## config.mk

```make
export PLATFORM = sky130hd
export DESIGN_NAME = pipe_skid_reg
export DESIGN_NICKNAME = d
export VERILOG_FILES = /design/src/rtl/pipe_skid_reg.sv
export SDC_FILE = /design/constraint.sdc
export NUM_CORES = 1
export LEC_CHECK = 0
export ABC_AREA = 1
export CORE_ASPECT_RATIO = 1.5
export CORE_MARGIN = 1
export CORE_UTILIZATION = 48
export DETAILED_ROUTE_END_ITERATION = 16
export HOLD_SLACK_MARGIN = 0.03
export PLACE_DENSITY = 0.91
export SLEW_MARGIN = 20
export SYNTH_ARGS = -nofsm -noshare
export SYNTH_HDL_FRONTEND = slang
export SYNTH_SLANG_ARGS = --single-unit
```

## constraint.sdc

```tcl
create_clock -name clk -period 2.97 [get_ports clk]
set_clock_uncertainty 0.2 [all_clocks]
set_input_delay 0.594 -clock clk [delete_from_list [all_inputs] [get_ports clk]]
set_output_delay 0.594 -clock clk [all_outputs]
set_load 0.01 [all_outputs]
```

## src/rtl/pipe_skid_reg.sv

```systemverilog
// Pipeline stage register with an optional second (skid) entry, stall freeze and bubble injection.
// Define PIPE_SKID_REG_SKID_EN for two-entry buffering; otherwise the stage holds a single entry.
module pipe_skid_reg #(
    parameter int          DATA_W       = 136,
    parameter logic [3:0]  BUBBLE_ICODE = 4'h1,
    parameter logic [2:0]  BUBBLE_STAT  = 3'd1
) (
    input  logic              clk,
    input  logic              rst,
    input  logic              stall_i,
    input  logic              bubble_i,
    input  logic              in_valid_i,
    output logic              in_ready_o,
    input  logic [3:0]        in_icode_i,
    input  logic [2:0]        in_stat_i,
    input  logic [DATA_W-1:0] in_data_i,
    output logic              out_valid_o,
    input  logic              out_ready_i,
    output logic [3:0]        out_icode_o,
    output logic [2:0]        out_stat_o,
    output logic [DATA_W-1:0] out_data_o,
    output logic [1:0]        occ_o
);

    typedef enum logic [1:0] {
        EMPTY = 2'd0,
        HALF  = 2'd1,
        FULL  = 2'd2
    } state_t;

    state_t             state_q;
    logic [3:0]         head_icode_q;
    logic [2:0]         head_stat_q;
    logic [DATA_W-1:0]  head_data_q;
    logic               push;
    logic               pop;

`ifdef PIPE_SKID_REG_SKID_EN
    logic [3:0]         skid_icode_q;
    logic [2:0]         skid_stat_q;
    logic [DATA_W-1:0]  skid_data_q;

    // Ready depends only on local state, so out_ready_i never reaches in_ready_o.
    assign in_ready_o = !stall_i && (state_q != FULL);
`else
    assign in_ready_o = !stall_i && ((state_q == EMPTY) || out_ready_i);
`endif

    assign out_valid_o = !stall_i && (state_q != EMPTY);
    assign push        = in_valid_i && in_ready_o;
    assign pop         = out_valid_o && out_ready_i;

    assign out_icode_o = head_icode_q;
    assign out_stat_o  = head_stat_q;
    assign out_data_o  = head_data_q;
    assign occ_o       = state_q;

    always_ff @(posedge clk) begin
        if (rst) begin
            state_q      <= EMPTY;
            head_icode_q <= BUBBLE_ICODE;
            head_stat_q  <= BUBBLE_STAT;
            head_data_q  <= '0;
`ifdef PIPE_SKID_REG_SKID_EN
            skid_icode_q <= '0;
            skid_stat_q  <= '0;
            skid_data_q  <= '0;
`endif
        end else if (bubble_i) begin
            // Flush everything, including a beat offered this cycle, and leave a nop at the head.
            state_q      <= HALF;
            head_icode_q <= BUBBLE_ICODE;
            head_stat_q  <= BUBBLE_STAT;
            head_data_q  <= '0;
`ifdef PIPE_SKID_REG_SKID_EN
            skid_icode_q <= '0;
            skid_stat_q  <= '0;
            skid_data_q  <= '0;
`endif
        end else if (!stall_i) begin
            case (state_q)
                EMPTY: begin
                    if (push) begin
                        state_q      <= HALF;
                        head_icode_q <= in_icode_i;
                        head_stat_q  <= in_stat_i;
                        head_data_q  <= in_data_i;
                    end
                end
                HALF: begin
                    if (push && pop) begin
                        head_icode_q <= in_icode_i;
                        head_stat_q  <= in_stat_i;
                        head_data_q  <= in_data_i;
`ifdef PIPE_SKID_REG_SKID_EN
                    end else if (push) begin
                        state_q      <= FULL;
                        skid_icode_q <= in_icode_i;
                        skid_stat_q  <= in_stat_i;
                        skid_data_q  <= in_data_i;
`endif
                    end else if (pop) begin
                        state_q <= EMPTY;
                    end
                end
`ifdef PIPE_SKID_REG_SKID_EN
                FULL: begin
                    if (pop) begin
                        state_q      <= HALF;
                        head_icode_q <= skid_icode_q;
                        head_stat_q  <= skid_stat_q;
                        head_data_q  <= skid_data_q;
                    end
                end
`endif
                default: state_q <= EMPTY;
            endcase
        end
    end

endmodule

```

# After elaboration in Yosys (flattened, before gate mapping)
# Index checks and enable logic that the tools add are counted.
# op_classes
n_reduce_logical	14
n_mux	15
n_eq_ne	9
shifts	0
add_sub_neg	0
bitwise_logic	1
n_mul	0
div	0
n_lt_le_gt_ge	0
# op_table
operator	count
136-bit 2-to-1 mux	2
136-bit case mux with 2 select lines	1
4-bit AND reduction	3
3-bit != test (second input constant)	3
4-bit 2-to-1 mux	2
2-bit != test (second input constant)	4
4-bit case mux with 2 select lines	1
2-bit 2-to-1 mux	3
3-bit 2-to-1 mux	2
3-bit case mux with 2 select lines	1
1-bit logical AND	5
2-bit case mux with 2 select lines	1
2-bit nonzero test	2
2-bit by 1-bit equality test with 1-bit output (second input constant)	1
2-bit zero test	1
1-bit 2-to-1 mux	2
2-bit by 1-bit != test with 1-bit output (second input constant)	1
2-bit OR reduction	1
1-bit zero test	1
1-bit logical OR	1
1-bit inverter	1
# totals
elab_cells	44
mem_count	0
mem_bits_ro	0
regBits	145
latchBits	0
in_bits	149
mem_bits_rw	0

# Logic depth before layout (Yosys ltp)
# Gate-level depths: netlist (run 1).
# depth
word_depth	9
mapped_depth	8
mapped_depth_nobuf	6

# Least setup slack after synthesis (run 1)
# No wires, ideal clock.
# synth_path
path_type	input to output
from	in stall_i
to	out in_ready_o
arrival_time_ns	1.155
setup_slack_ns	1.021
required_time_ns	2.176
stages	5
cell_sequence	inv_1 buf_2 buf_2 nand2_1 inv_1
# synth_between
elab_chain_cells	2
# synth_lines
element	line_no	text
from (decl)	10	input logic stall_i,
1-bit zero test	--	
1-bit logical AND	46	assign in_ready_o = !stall_i && ((state_q == EMPTY) || out_ready_i);
to (decl)	13	output logic in_ready_o,
# Every way passes these cells.

# Final worst setup path (run 1)
# layout_path
from	in stall_i
to	out out_valid_o
# layout_between
elab_chain_cells	2
# layout_lines
element	line_no	text
1-bit zero test	--	
1-bit logical AND	49	assign out_valid_o = !stall_i && (state_q != EMPTY);
to (decl)	17	output logic out_valid_o,
# Every way passes these cells.

==> summary.md, run 1 <==
| Metric | Value |
|---|---|
| Clock Latency Late Sink | `0.41 ns` |
| RSZ-0062 raised after global routing | `false` |
| Post_cts resized | `0` |
| CP max FO | `2` |
| Worst Tran Pin Value | `0.712 ns` |
| Antenna violations before repair | `0` |
| WL met1 | `8230 um` |
| Pwr Density | `457 nW/um^2` |
| Non-Filler Instances | `1689` |
| Vias in the first global route | `7345` |
| Fmax | `363 MHz` |
| Drc violations | `0` |
| Register area share after synthesis | `38.7%` |
| R2R depth | `7` |
| Post-Syn Area | `7440 um^2` |
| Crit-path slowest cell | `clkdlybuf4s50_1` |
| Crit end category | `primary output` |
| Starting Density | `49.1%` |
| Syn Area/Cell | `6.03 um^2` |
| Sequential share of power | `40.4%` |
| First-pass GRT wire length | `34600 um` |
| Core footprint | `15100 um^2` |
| RD Place Congestion | `0.801` |
| Placed cell count | `1657` |
| Worst setup SP type | `input pin` |
| Rows | `55` |
| Clock buffer depth | `2` |
| Clk slew on worst S/H paths | `0.06 ns` |
| Uppermost routed layer | `met4` |
| HP Class | `register to register` |
| Cells after Synth | `1233` |
| Seq cells post-synth | `144` |
| Required time of the critical path | `2.18 ns` |
| Most frequent cells in the layout | `427 x inv_1, 293 x clkdlybuf4s50_1, 288 x nand2_1, 145 x nor2_1, 144 x dfxtp_1` |
| Clock sink count | `144` |
| Maxcap violations | `0` |
| Clock power frac | `42.2%` |
| Post-CTS Setup Bufs | `0` |
| Die footprint | `16000 um^2` |
| DR iter-0 viols | `450` |
| Ratio of cells with drive above 1 in the final layout | `3.09%` |
| Setup TNS | `0 ns` |
| Final Setup Violations | `0` |
| Worst Hold Endpoint | `out_stat_o[0]$_SDFFE_PP1P_` |
| Vias | `7989` |
| Die Width | `104 um` |
| WL/cell | `12.8 um` |
| Area Overhead vs Synth | `47.8%` |
| Ant diodes | `0` |
| Total CTS buffers | `17` |
| Psw | `0.00138 W` |
| Htree depth | `4` |
| Largest net degree at the start of global routing | `146` |
| Die H | `154 um` |
| Tcrit/Tclk final | `92.8%` |
| Pins Over Slew Limit | `0` |
| Final HPWL DP | `14100 um` |
| Cells along the critical path | `clkdlybuf4s50_1 -> nor2_1 -> clkdlybuf4s50_1` |
| Met3 WL | `1600 um` |
| Final hold vios | `0` |
| Flop2flop setup slack | `0.96 ns` |
| Library cells used by synthesis | `16` |
| Crit path largest cell delay | `0.60 ns` |
| CP Class | `input pin to primary output` |
| Buffers and inverters on the worst path | `2` |
| Logic gate share of total power | `17.4%` |
| Max VDD drop | `0.000297 V` |
| Lkg Pwr | `5.39 nW` |
| Synth Warn # | `0` |
| Cell family with most CP delay | `buffers and inverters` |
| Nets | `1626` |
| Status | `complete, no violations` |
| Final hold slack | `0.259 ns` |
| Internal | `0.00365 W` |
| Hold depth | `2` |
| Critical Path AT | `1.96 ns` |
| Reg2reg end | `out_data_o[89]$_SDFFE_PP0P_` |
| Total Routing Usage GR | `26.6%` |
| Number of I/O pins | `296` |
| Rel. slew slack | `52.5%` |
| Vias per Instance | `4.73` |
| Commonest non-fill, non-tap cell in the layout | `inv_1` |
| Register Area | `2880 um^2` |
| Root buffer cell | `clkbuf_16` |
| Switching part of the total | `27.4%` |
| Drt pass-1 iters | `5` |
| Port bufs | `294` |
| Met2 routed WL | `10800 um` |
| Worst Setup SP | `stall_i` |
| RR Startpoint | `occ_o[0]$_SDFFE_PP0P_` |
| CTS Hold Bufs | `0` |
| Filler cell count | `1174` |
| Min cycle time layout | `2.76 ns` |
| Multi-input logic area | `2570 um^2` |
| Post-Synthesis Net Count | `1382` |
| CP dominant cell by count | `clkdlybuf4s50_1` |
| Grt total ovfl | `0` |
| Beginning of the worst hold path | `out_stat_o[0]$_SDFFE_PP1P_` |
| Final WL | `21600 um` |
| DRT antenna net count | `0` |
| TritonCTS clock tree | `yes` |
## sequential cells by signal, indices dropped and copies added, names as in the netlist
register     count
occ_o            1
out_icode_o      4
out_data_o     136
out_stat_o       3
## area by class of cell
| cell class | instances | share of cell area (%) |
|---|---|---|
| clock buffers | 20 | 4.15 |
| clock inverters | 12 | 1.13 |
| repair buffers | 303 | 28.2 |
| multi-input cells | 582 | 23.4 |
| flip-flops and latches | 144 | 26.2 |
| inverters | 429 | 14.7 |
| well taps | 199 | 2.26 |
## layer usage
metal	GRT usage, %	vias up
li1	-	4000
met1	29.4	3567
met2	46.8	358
met3	6.07	64
met4	15.0	0
met5	0	-
## logic make-up after synthesis
family	count (synthesis)	share of synthesized area, %
buffers and inverters	507	26.9
DFF	144	38.7
other	1	0.0504
and+or+nand+nor	581	34.3
## worst max path at each step
stage                                               to  slack, ns  depth (start not counted)
after CTS                                  out_valid_o       0.21                          3
after global routing                       out_valid_o       0.20                          3
after detailed placement  out_data_o[103]$_SDFFE_PP0P_       0.22                          9
after floorplan                             in_ready_o       1.02                          5
after global placement                     out_valid_o       0.21                          3
final                                      out_valid_o       0.21                          3
## worst min-delay path: cells and delay by family, from the launching register on
kind             cells  cell delay, ns
AND/OR/NAND/NOR      2            0.10
flip-flops           1            0.33
## power by group through the flow
stage / logic [W] / clock network [W] / registers [W]
2_1_floorplan: 0.000418 / 0 / 0.00210
3_3_place_gp: 0.000850 / 0 / 0.00207
3_5_place_dp: 0.000867 / 0 / 0.00207
4_1_cts: 0.000875 / 0.00215 / 0.00203
5_1_grt: 0.000964 / 0.00225 / 0.00204
6_report: 0.000874 / 0.00212 / 0.00203
## metrics by stage
step	worst slack, ns	total power [W]	util (%)	cell area (um^2)
2_1_floorplan	1.02	0.00252	-	7440
3_3_place_gp	0.206	0.00292	68.8	10400
3_5_place_dp	0.222	0.00294	68.8	10400
4_1_cts	0.213	0.00506	72.6	11000
5_1_grt	0.196	0.00525	72.6	11000
6_report	0.213	0.00503	72.6	11000
## synth_stat cells
master / number / area (um^2)
nand3_2: 1 / 10.0
buf_6: 7 / 78.8
nand4_1: 143 / 895
nand2_1: 288 / 1080
inv_2: 1 / 3.75
inv_1: 428 / 1610
buf_2: 30 / 150
nand3_1: 2 / 10.0
conb_1: 1 / 3.75
dfxtp_1: 144 / 2880
clkbuf_1: 28 / 105
buf_4: 2 / 15.0
nor2_1: 145 / 544
nor2_2: 1 / 6.26
nand2_2: 1 / 6.26
buf_1: 11 / 41.3
No activity file was read; power rests on OpenSTA's default activity.
==> run 2: changes to the inputs <==
- CORE_UTILIZATION: 48 -> 44
- PLACE_DENSITY: 0.91 -> 0.88
- SKIP_CTS_REPAIR_TIMING: unset -> 1
- clock period: 2.97 -> 3.17 ns (I/O delays scaled with it)
==> run 2 against run 1 <==
  * Via count down 2.6%
  * Combinational power shrank 6.5%
  * Global-route usage down 2.2 points
  * Design area up 0.45%
  * Count of clock-buffer cells in the layout fell by 2
  * Die area rose by 8.9%
  * Utilization down 5.0 points
  * Largest power group unchanged
==> summary.md, run 2 (synthesis results as in run 1) <==
| Metric | Value |
|---|---|
| Status | `complete, no violations` |
| Die footprint | `17400 um^2 (+8.9%)` |
| Critical Path AT | `2.03 ns (+0.07 ns)` |
| Number of I/O pins | `296 (unchanged)` |
| Total CTS buffers | `17 (unchanged)` |
| Min cycle time layout | `2.86 ns` |
| Htree depth | `4 (unchanged)` |
| Grt total ovfl | `0 (unchanged)` |
| Area Overhead vs Synth | `48.5%` |
| Largest net degree at the start of global routing | `146 (unchanged)` |
| Pins Over Slew Limit | `0 (unchanged)` |
| Required time of the critical path | `2.34 ns (+0.16 ns)` |
| Reg2reg end | `out_data_o[106]$_SDFFE_PP0P_` |
| WL/cell | `12.6 um (-1.8%)` |
| Nets | `1627 (+0.062%)` |
| Drc violations | `0 (unchanged)` |
| Clk slew on worst S/H paths | `0.06 ns (about the same)` |
| Max VDD drop | `0.000296 V (-0.48%)` |
| Clock Latency Late Sink | `0.41 ns (about the same)` |
| Flop2flop setup slack | `1.35 ns (+0.39 ns)` |
| Most frequent cells in the layout | `427 x inv_1, 293 x clkdlybuf4s50_1, 288 x nand2_1, 145 x nor2_1, 144 x dfxtp_1` |
| Antenna violations before repair | `0 (unchanged)` |
| Starting Density | `45.6% (-3.6 points)` |
| Rel. slew slack | `49.4% (-3.1 points)` |
| Clock sink count | `144 (unchanged)` |
| Tcrit/Tclk final | `90.2%` |
| Lkg Pwr | `5.40 nW (+0.29%)` |
| Placed cell count | `1665 (+0.48%)` |
| Root buffer cell | `clkbuf_16` |
| RD Place Congestion | `0.789 (-1.5%)` |
| CP Class | `input pin to primary output` |
| Ant diodes | `0 (unchanged)` |
| HP Class | `register to register` |
| Port bufs | `294 (unchanged)` |
| R2R depth | `5 (-2)` |
| Final Setup Violations | `0 (unchanged)` |
| Drt pass-1 iters | `5 (unchanged)` |
| Maxcap violations | `0 (unchanged)` |
| Vias per Instance | `4.59 (-2.9%)` |
| Setup TNS | `0 ns (unchanged)` |
| Die H | `161 um (+4.4%)` |
| RSZ-0062 raised after global routing | `false` |
| Hold depth | `2 (unchanged)` |
| DRT antenna net count | `0 (unchanged)` |
| Vias in the first global route | `7451 (+1.4%)` |
| Core footprint | `16300 um^2 (+7.9%)` |
| Final HPWL DP | `14100 um (+0.59%)` |
| Filler cell count | `1366 (+16%)` |
| CP max FO | `4 (+2)` |
| Rows | `57 (+3.6%)` |
| Commonest non-fill, non-tap cell in the layout | `inv_1` |
| Worst Hold Endpoint | `out_stat_o[0]$_SDFFE_PP1P_` |
| Ratio of cells with drive above 1 in the final layout | `3.02% (-0.065 points)` |
| Die Width | `108 um (+4.4%)` |
| Worst Tran Pin Value | `0.759 ns (+0.0465 ns)` |
| Fmax | `350 MHz` |
| RR Startpoint | `occ_o[0]$_SDFFE_PP0P_` |
| Clock buffer depth | `2 (unchanged)` |
| DR iter-0 viols | `474 (+5.3%)` |
| Vias | `7784 (-2.6%)` |
| Crit end category | `primary output` |
| Final WL | `21300 um (-1.4%)` |
| Max FFs per register | `136 (unchanged)` |
| Total Routing Usage GR | `24.4% (-2.2 points)` |
| Pwr Density | `438 nW/um^2 (-4.2%)` |
| Beginning of the worst hold path | `out_stat_o[0]$_SDFFE_PP1P_` |
| Worst setup SP type | `input pin` |
| Non-Filler Instances | `1695 (+0.36%)` |
| TritonCTS clock tree | `yes` |
| Final hold vios | `0 (unchanged)` |
| First-pass GRT wire length | `34100 um (-1.6%)` |
run 2: changes by cell type in the layout (fill, tap and decap cells not counted):
cell,delta
buf_4,+1
bufinv_16,+3
clkbuf_8,-2
inv_6,-2
inv_8,-1
run 2: area by class of cell:
type	instances	area [um^2]	area share (%)
Clock inverter	12	185	1.68
Tap cell	206	258	2.33
Timing Repair Buffer	304	3100	28.1
Multi-Input combinational cell	582	2570	23.3
Inverter	429	1610	14.6
Clock buffer	18	429	3.89
Sequential cell	144	2880	26.1
run 2: worst max-delay path by stage:
stage / depth (start not counted) / startpoint / slack (ns) / endpoint
detailed placement: 6 / out_ready_i / 0.33 / in_ready_o
floorplan: 5 / stall_i / 1.14 / in_ready_o
finish: 6 / out_ready_i / 0.31 / in_ready_o
CTS: 6 / out_ready_i / 0.33 / in_ready_o
global route: 6 / out_ready_i / 0.24 / in_ready_o
global placement: 6 / out_ready_i / 0.34 / in_ready_o
run 2: report_power, final:
part | leakage [nW] | internal [W] | switching (W)
logic | 3.95 | 0.000405 | 0.000412
registers | 1.17 | 0.00187 | 0.0000325
clock network | 0.286 | 0.00132 | 0.000797
total | 5.40 | 0.00359 | 0.00124
run 2: worst max-delay path: stages:
cell and delay, ns:
clkdlybuf4s50_1 0.49, inv_2 0.05, nand2_4 0.07, nand2_1 0.09
inv_1 0.07, clkdlybuf4s50_1 0.61
run 2: metrics by stage:
step / power (W) / hold slack, ns / util (%) / setup slack (ns) / instance area (um^2)
after global placement: 0.00274 / 0.238 / 63.9 / 0.343 / 10400
after CTS: 0.00488 / 0.268 / 67.6 / 0.331 / 11000
after detailed placement: 0.00276 / 0.251 / 63.9 / 0.335 / 10400
after global routing: 0.00505 / 0.308 / 67.6 / 0.238 / 11000
final: 0.00484 / 0.263 / 67.6 / 0.310 / 11000
after floorplan: 0.00236 / 0.289 / - / 1.14 / 7440
run 2: routing by layer:
metal	global-route usage [%]	routed length (um)	vias up
met5	0	0	-
met4	13.5	1000	0
met3	7.95	1770	68
met2	42.6	10500	287
met1	25.3	8090	3429
li1	-	-	4000
